**src/rtl/boundary_scan_chain_output_pkg.sv**
```systemverilog
// Shared definitions for the boundary-scan chains of the ripple-adder wrapper:
// chain geometry helpers and the shift-stage priority encoding that both the
// output chain and the input chain's single-clock rework resolve the same way.
package bscan_pkg;

    // Shift-stage action selected on a TCK edge
    typedef enum logic [1:0] {
        SH_HOLD    = 2'd0,
        SH_RESET   = 2'd1,
        SH_SHIFT   = 2'd2,
        SH_CAPTURE = 2'd3
    } sh_op_e;

    // First sum cell sits right after TDI
    localparam int SUM_BASE = 0;

    // Number of cells in an output chain for an n-bit adder (sum bits + cout)
    function automatic int chain_len(input int n);
        return n + 1;
    endfunction

    // Cell index of the carry-out cell, the last cell before TDO
    function automatic int cout_idx(input int n);
        return n;
    endfunction

    // Shift-stage priority: reset, then shift, then capture, else hold.
    // Shift beating capture keeps an illegal TAP combination deterministic.
    function automatic sh_op_e sh_op(input logic trst,
                                     input logic shift,
                                     input logic capture);
        sh_op_e op;
        if (trst) begin
            op = SH_RESET;
        end else if (shift) begin
            op = SH_SHIFT;
        end else if (capture) begin
            op = SH_CAPTURE;
        end else begin
            op = SH_HOLD;
        end
        return op;
    endfunction

endpackage

```
**src/rtl/boundary_scan_chain_output_if.sv**
```systemverilog
// Bus between the TAP/core side and the output boundary-scan chain: serial
// data, DR strobes, EXTEST mode, core results and device pins.
interface boundary_scan_chain_output_if #(
    parameter int N = 16
);
    logic         TDI;
    logic         CaptureDR;
    logic         ShiftDR;
    logic         UpdateDR;
    logic         Mode;
    logic [N-1:0] module_pin_sum;
    logic         module_pin_cout;
    logic [N-1:0] sys_pin_sum;
    logic         sys_pin_cout;
    logic         TDO;

    // TAP controller / core side
    modport master (
        output TDI, CaptureDR, ShiftDR, UpdateDR, Mode,
        output module_pin_sum, module_pin_cout,
        input  sys_pin_sum, sys_pin_cout, TDO
    );

    // Scan chain side
    modport slave (
        input  TDI, CaptureDR, ShiftDR, UpdateDR, Mode,
        input  module_pin_sum, module_pin_cout,
        output sys_pin_sum, sys_pin_cout, TDO
    );
endinterface

```
**src/rtl/boundary_scan_chain_output_cell.sv**
```systemverilog
// One output boundary-scan cell: a shift flop, an update flop and the pin
// mux selecting between the core value and the update flop.
module boundary_scan_output_cell
    import bscan_pkg::*;
(
    input  logic clk,
    input  logic trst,
    input  logic scan_in,
    input  logic capture_dr,
    input  logic shift_dr,
    input  logic update_dr,
    input  logic mode,
    input  logic core_in,
    output logic scan_out,
    output logic pin_out
);
    logic   sh_r;
    logic   up_r;
    logic   sh_next_s;
    sh_op_e op_s;

    assign op_s = sh_op(trst, shift_dr, capture_dr);

    // Resolve the next shift-stage value from the prioritised action
    always_comb begin
        sh_next_s = sh_r;
        case (op_s)
            SH_RESET:   sh_next_s = 1'b0;
            SH_SHIFT:   sh_next_s = scan_in;
            SH_CAPTURE: sh_next_s = core_in;
            SH_HOLD:    sh_next_s = sh_r;
            default:    sh_next_s = sh_r;
        endcase
    end

    // Shift-stage flop
    always_ff @(posedge clk) begin
        sh_r <= sh_next_s;
    end

    // Update-stage flop; loads the shift value as it stood before this edge
    always_ff @(posedge clk) begin
        if (trst) begin
            up_r <= 1'b0;
        end else if (update_dr) begin
            up_r <= sh_r;
        end else begin
            up_r <= up_r;
        end
    end

    // Pin mux: EXTEST drives the pin from the update stage, else transparent
    always_comb begin
        if (mode) begin
            pin_out = up_r;
        end else begin
            pin_out = core_in;
        end
    end

    assign scan_out = sh_r;

endmodule

```
**src/rtl/boundary_scan_chain_output.sv**
```systemverilog
// Output-side boundary-scan register of the ripple-adder JTAG wrapper.
// Cell order from TDI: sum[0] .. sum[N-1], cout, then TDO.
module boundary_scan_chain_output
    import bscan_pkg::*;
#(
    parameter int N = 16
) (
    input  logic                          TCK,
    input  logic                          TRST,
    boundary_scan_chain_output_if.slave   bus
);
    localparam int LEN      = chain_len(N);
    localparam int COUT_IDX = cout_idx(N);

    logic [LEN-1:0] chain_s;     // shift-stage outputs, cell k at bit k
    logic [LEN-1:0] scan_in_s;   // serial input of each cell
    logic [N-1:0]   pin_sum_s;
    logic           pin_cout_s;

    assign scan_in_s = {chain_s[LEN-2:0], bus.TDI};

    for (genvar i = 0; i < N; i++) begin : g_sum
        boundary_scan_output_cell u_cell (
            .clk        (TCK),
            .trst       (TRST),
            .scan_in    (scan_in_s[SUM_BASE + i]),
            .capture_dr (bus.CaptureDR),
            .shift_dr   (bus.ShiftDR),
            .update_dr  (bus.UpdateDR),
            .mode       (bus.Mode),
            .core_in    (bus.module_pin_sum[i]),
            .scan_out   (chain_s[SUM_BASE + i]),
            .pin_out    (pin_sum_s[i])
        );
    end

    boundary_scan_output_cell u_cout_cell (
        .clk        (TCK),
        .trst       (TRST),
        .scan_in    (scan_in_s[COUT_IDX]),
        .capture_dr (bus.CaptureDR),
        .shift_dr   (bus.ShiftDR),
        .update_dr  (bus.UpdateDR),
        .mode       (bus.Mode),
        .core_in    (bus.module_pin_cout),
        .scan_out   (chain_s[COUT_IDX]),
        .pin_out    (pin_cout_s)
    );

    assign bus.sys_pin_sum  = pin_sum_s;
    assign bus.sys_pin_cout = pin_cout_s;
    assign bus.TDO          = chain_s[COUT_IDX];

endmodule

```
**src/flat_wrapper.sv**
```systemverilog
// flat-port wrapper written by rule: the top's interface ports become plain ports
module boundary_scan_chain_output_flat import bscan_pkg::*;
#(
    parameter int N = 16
)
  (TCK, TRST, bus_TDI, bus_CaptureDR, bus_ShiftDR, bus_UpdateDR, bus_Mode, bus_module_pin_sum, bus_module_pin_cout, bus_sys_pin_sum, bus_sys_pin_cout, bus_TDO);
  boundary_scan_chain_output_if #(.N(N)) bus_i ();
  input  logic TCK;
  input  logic TRST;
  input wire logic [$bits(bus_i.TDI)-1:0] bus_TDI;
  input wire logic [$bits(bus_i.CaptureDR)-1:0] bus_CaptureDR;
  input wire logic [$bits(bus_i.ShiftDR)-1:0] bus_ShiftDR;
  input wire logic [$bits(bus_i.UpdateDR)-1:0] bus_UpdateDR;
  input wire logic [$bits(bus_i.Mode)-1:0] bus_Mode;
  input wire logic [$bits(bus_i.module_pin_sum)-1:0] bus_module_pin_sum;
  input wire logic [$bits(bus_i.module_pin_cout)-1:0] bus_module_pin_cout;
  output wire logic [$bits(bus_i.sys_pin_sum)-1:0] bus_sys_pin_sum;
  output wire logic [$bits(bus_i.sys_pin_cout)-1:0] bus_sys_pin_cout;
  output wire logic [$bits(bus_i.TDO)-1:0] bus_TDO;
  assign bus_i.TDI = bus_TDI;
  assign bus_i.CaptureDR = bus_CaptureDR;
  assign bus_i.ShiftDR = bus_ShiftDR;
  assign bus_i.UpdateDR = bus_UpdateDR;
  assign bus_i.Mode = bus_Mode;
  assign bus_i.module_pin_sum = bus_module_pin_sum;
  assign bus_i.module_pin_cout = bus_module_pin_cout;
  assign bus_sys_pin_sum = bus_i.sys_pin_sum;
  assign bus_sys_pin_cout = bus_i.sys_pin_cout;
  assign bus_TDO = bus_i.TDO;
  boundary_scan_chain_output #(.N(N)) u_core (.TCK(TCK), .TRST(TRST), .bus(bus_i));
endmodule
```
**config.mk**
```make
export PLATFORM = sky130hd
export DESIGN_NAME = boundary_scan_chain_output_flat
export DESIGN_NICKNAME = d
export VERILOG_FILES = /design/src/rtl/boundary_scan_chain_output_pkg.sv /design/src/rtl/boundary_scan_chain_output_if.sv /design/src/rtl/boundary_scan_chain_output_cell.sv /design/src/rtl/boundary_scan_chain_output.sv /design/src/flat_wrapper.sv
export SDC_FILE = /design/constraint.sdc
export NUM_CORES = 1
export LEC_CHECK = 0
export CORE_MARGIN = 2
export CORE_UTILIZATION = 50
export CTS_CLUSTER_SIZE = 40
export DETAILED_ROUTE_END_ITERATION = 16
export PLACE_DENSITY_LB_ADDON = 0.08
export SETUP_SLACK_MARGIN = 0.15
export SYNTH_ARGS = -nofsm -noshare
export SYNTH_HDL_FRONTEND = slang
export SYNTH_SLANG_ARGS = --single-unit
export TNS_END_PERCENT = 1
```
**constraint.sdc**
```tcl
create_clock -name TCK -period 1.5 [get_ports TCK]
set_input_delay 0.3 -clock TCK [delete_from_list [all_inputs] [get_ports TCK]]
set_output_delay 0.3 -clock TCK [all_outputs]
set_load 0.05 [all_outputs]
```
==> summary.md <==
| Metric | Value |
|---|---|
| Status | `finished clean` |
| R2r setup slk | `0.68 ns` |
| Crit-path max FO | `2` |
| Reg area | `between 800 and 900 um2` |
| Post-Synthesis Cells | `between 150 and 200` |
| Leak pwr | `0.00102 uW` |
| Total of max-cap violations | `0` |
| Count leader, synth | `buf_4` |
| DR DRC count | `0` |
| Die footprint | `approximately 4100 um2` |
| Synth Register Bits | `34` |
| FF-to-FF Start | `u_core.g_sum[8].u_cell.scan_out` |
| Synth top area share | `between 20% and 30%` |
| Final Core Density | `approximately 70%` |
| Gpl congestion | `roughly 0.76` |
| PD cells | `between 900 and 1000 nW/um2` |
| Global-route wire length before repair | `about 6 mm` |
| RSZ-0062 raised after global routing | `true` |
| GRT overflow | `0` |
| Reg clk slew, reported paths | `0.10 ns` |
| Drt total wl | `around 3.7 mm` |
| CP startpoint kind | `flip-flop` |
| GRT Util Overall | `roughly a fifth` |
| Longest Clk Path Bufs | `2` |
| Final period demand of the worst path | `between 1 and 1.5 ns` |
| CTS Buf Count | `5` |
| Yosys warns | `0` |
| Final hold violation count | `0` |
| Final setup fails | `0` |
| DRT antenna net count | `0` |
| WP data arrival | `1.11 ns` |
| Largest net degree at the start of global routing | `35` |
| Iter 0 DRT Violations | `50` |
| DR vias | `roughly 1300` |
| Power share of the clock group | `26.1%` |
| Req. time, crit path | `~1.2 ns` |
| Hold bufs inserted after CTS | `0` |
| Max Transition Viols Final | `0` |
| Max Clk Rate | `between 700 and 800 MHz` |
| Worst skew pair latency | `between 0.3 and 0.4 ns` |
| Layout cells sized above 1 | `26.9%` |
| Worst r2r path cells | `2` |
| Syn nets | `190` |
| Switching power | `approximately 600 uW` |
| WL per Instance | `15.3 um` |
| Sequential share of the synthesized area | `46.7%` |
| R2r endpoint | `u_core.g_sum[9].u_cell.scan_out` |
| Top post-synthesis cells by area | `edfxtp_1, dfxtp_1, mux2i_1, mux2_4, buf_4` |
| CORE AREA | `approximately 3400 um2` |
| Sequential share of power | `around half` |
| H-tree levels | `2` |
| Asr flop ratio synth | `0%` |
| Tightest Pin Transition | `about 0.35 ns` |
| HP Class | `primary input to flip-flop` |
| Number of synthesized flops with an enable pin | `17` |
| Post-synthesis average cell area | `11.0 um2` |
| Die Wd | `about 64 um` |
| Final period utilization | `between 90% and 100%` |
| Switching power share of the total | `between 20% and 30%` |
| Setup Crit Path Kind | `flip-flop to output port` |
| Clk_skew | `~0.0050 ns` |
| CTS tree | `built` |
| Sinks on Clock Net | `34` |
| Post-Synthesis Cell Area | `1820 um2` |
| Port bufs | `41` |
| Ys flop type | `edfxtp_1` |
| Multi-input gate area | `between 700 and 800 um2` |
| Final net count | `around 220` |
| IO Pins | `42` |
| Starting Density | `a little over half` |
| DR vias/cell | `between 5 and 6` |
| Area Growth Syn to Fin | `31.0%` |
| Post-CTS setup buffers | `0` |
| Setup TNS | `0 ns` |
| Vias in the first global route | `approximately 1300` |
| Distinct cells, synth | `16` |
| Hold WS | `roughly 0.5 ns` |
| Row count | `21` |
| Worst VDD drop | `around 0.60 mV` |
| Internal power | `1580 uW` |
| Combinational power share | `25.3%` |
| Critical Path Source | `u_core.g_sum[3].u_cell.up_r` |
| Fillers | `~260` |
| Clock Root Buffer | `clkbuf_4` |
| Pre-antenna DRT Iters | `4` |
| Slew HR | `76.4%` |
| Initial antenna violation count | `0` |
| Post-synth top area cell | `edfxtp_1` |
| Crit end category | `output port` |
| Die height | `between 60 and 70 um` |
| Antenna cells | `0` |
| Critical Path Sink | `bus_sys_pin_sum[3]` |
| HPWL Detailed | `2.32 mm` |
==> worst max-delay path, stage by stage (launching register included) <==
cell     delay [ns]
dfxtp_2        0.34
mux2_4         0.28
buf_12         0.15
==> flip-flops by register name, summed over array words and instances, names as in the netlist <==
signal and cells:
u_core.u_cout_cell.up_r 1, u_core.u_cout_cell.scan_out 1, u_core.g_sum.u_cell.up_r 16, u_core.g_sum.u_cell.scan_out 16
==> cells in the final DEF, fill, tap and decap left out <==
cell type,synthesis,layout
nand2_1,17,17
nand3b_1,17,17
a21oi_1,17,17
mux2_4,10,17
mux2i_1,17,17
nor2_1,17,17
dlygate4sd2_1,0,17
edfxtp_1,17,17
dfxtp_1,17,16
buf_12,1,13
buf_8,1,7
clkbuf_4,0,5
clkdlybuf4s50_1,0,5
buf_4,18,5
clkbuf_8,0,2
or3_4,0,1
clkinv_1,0,1
buf_16,0,1
dfxtp_2,0,1
==> power groups by stage <==
| stage | combinational [uW] | sequential (uW) | clock [uW] |
|---|---|---|---|
| floorplan | 350 | 1080 | 0 |
| global placement | 520 | 1080 | 0 |
| detailed placement | 528 | 1080 | 0 |
| CTS | 557 | 1060 | 586 |
| global route | 582 | 1070 | 626 |
| finish | 554 | 1060 | 571 |
==> metrics by stage <==
| stage | setup slack [ns] | power [uW] | instance area (um2) | instances |
|---|---|---|---|---|
| finish | 0.0944 | 2190 | 2380 | 239 |
| global route | 0.0618 | 2280 | 2380 | 239 |
| CTS | 0.0884 | 2210 | 2380 | 239 |
| detailed placement | -0.340 | 1610 | 2230 | 230 |
| global placement | -0.324 | 1600 | 2230 | 230 |
| floorplan | 0.172 | 1430 | 1830 | 166 |
==> repair_timing <==
action | 4_1_cts | 5_1_grt
gates resized for setup | 46 | 0
cloned | 1 | 0
endpoints found under the setup margin | 17 | 17
==> final cells by class <==
class,count,area share (%)
repair buffers,48,26.4
flip-flops and latches,34,35.7
clock buffers,7,2.73
well taps,46,2.41
multi-input cells,103,32.6
clock inverters,1,0.157
==> metal layers <==
metal | vias to the layer above | track usage, % | wire [um]
li1 | 614 | - | -
met1 | 611 | 24.5 | 1530
met2 | 58 | 30.7 | 1800
met3 | 4 | 5.46 | 277
met4 | 0 | 4.79 | 36
met5 | - | 0 | 0
==> cells by family after synthesis <==
kind of cell | Yosys count | synth area share (%)
simple gates | 52 | 14.4
mux | 34 | 21.9
compound gates | 17 | 4.67
buf+inv | 29 | 12.3
flops | 34 | 46.7
==> worst min path at each step <==
stage                                           start                               end  slack [ns]  depth (start not counted)
after detailed placement      u_core.u_cout_cell.up_r           u_core.u_cout_cell.up_r        0.48                          2
after global routing            bus_module_pin_sum[7]   u_core.g_sum[7].u_cell.scan_out        0.51                          3
after CTS                       bus_module_pin_sum[7]   u_core.g_sum[7].u_cell.scan_out        0.49                          3
final                          bus_module_pin_sum[11]  u_core.g_sum[11].u_cell.scan_out        0.50                          3
after floorplan           u_core.g_sum[4].u_cell.up_r       u_core.g_sum[4].u_cell.up_r        0.45                          2
after global placement    u_core.g_sum[8].u_cell.up_r       u_core.g_sum[8].u_cell.up_r        0.47                          2
Power figures use the tool's default switching activity.
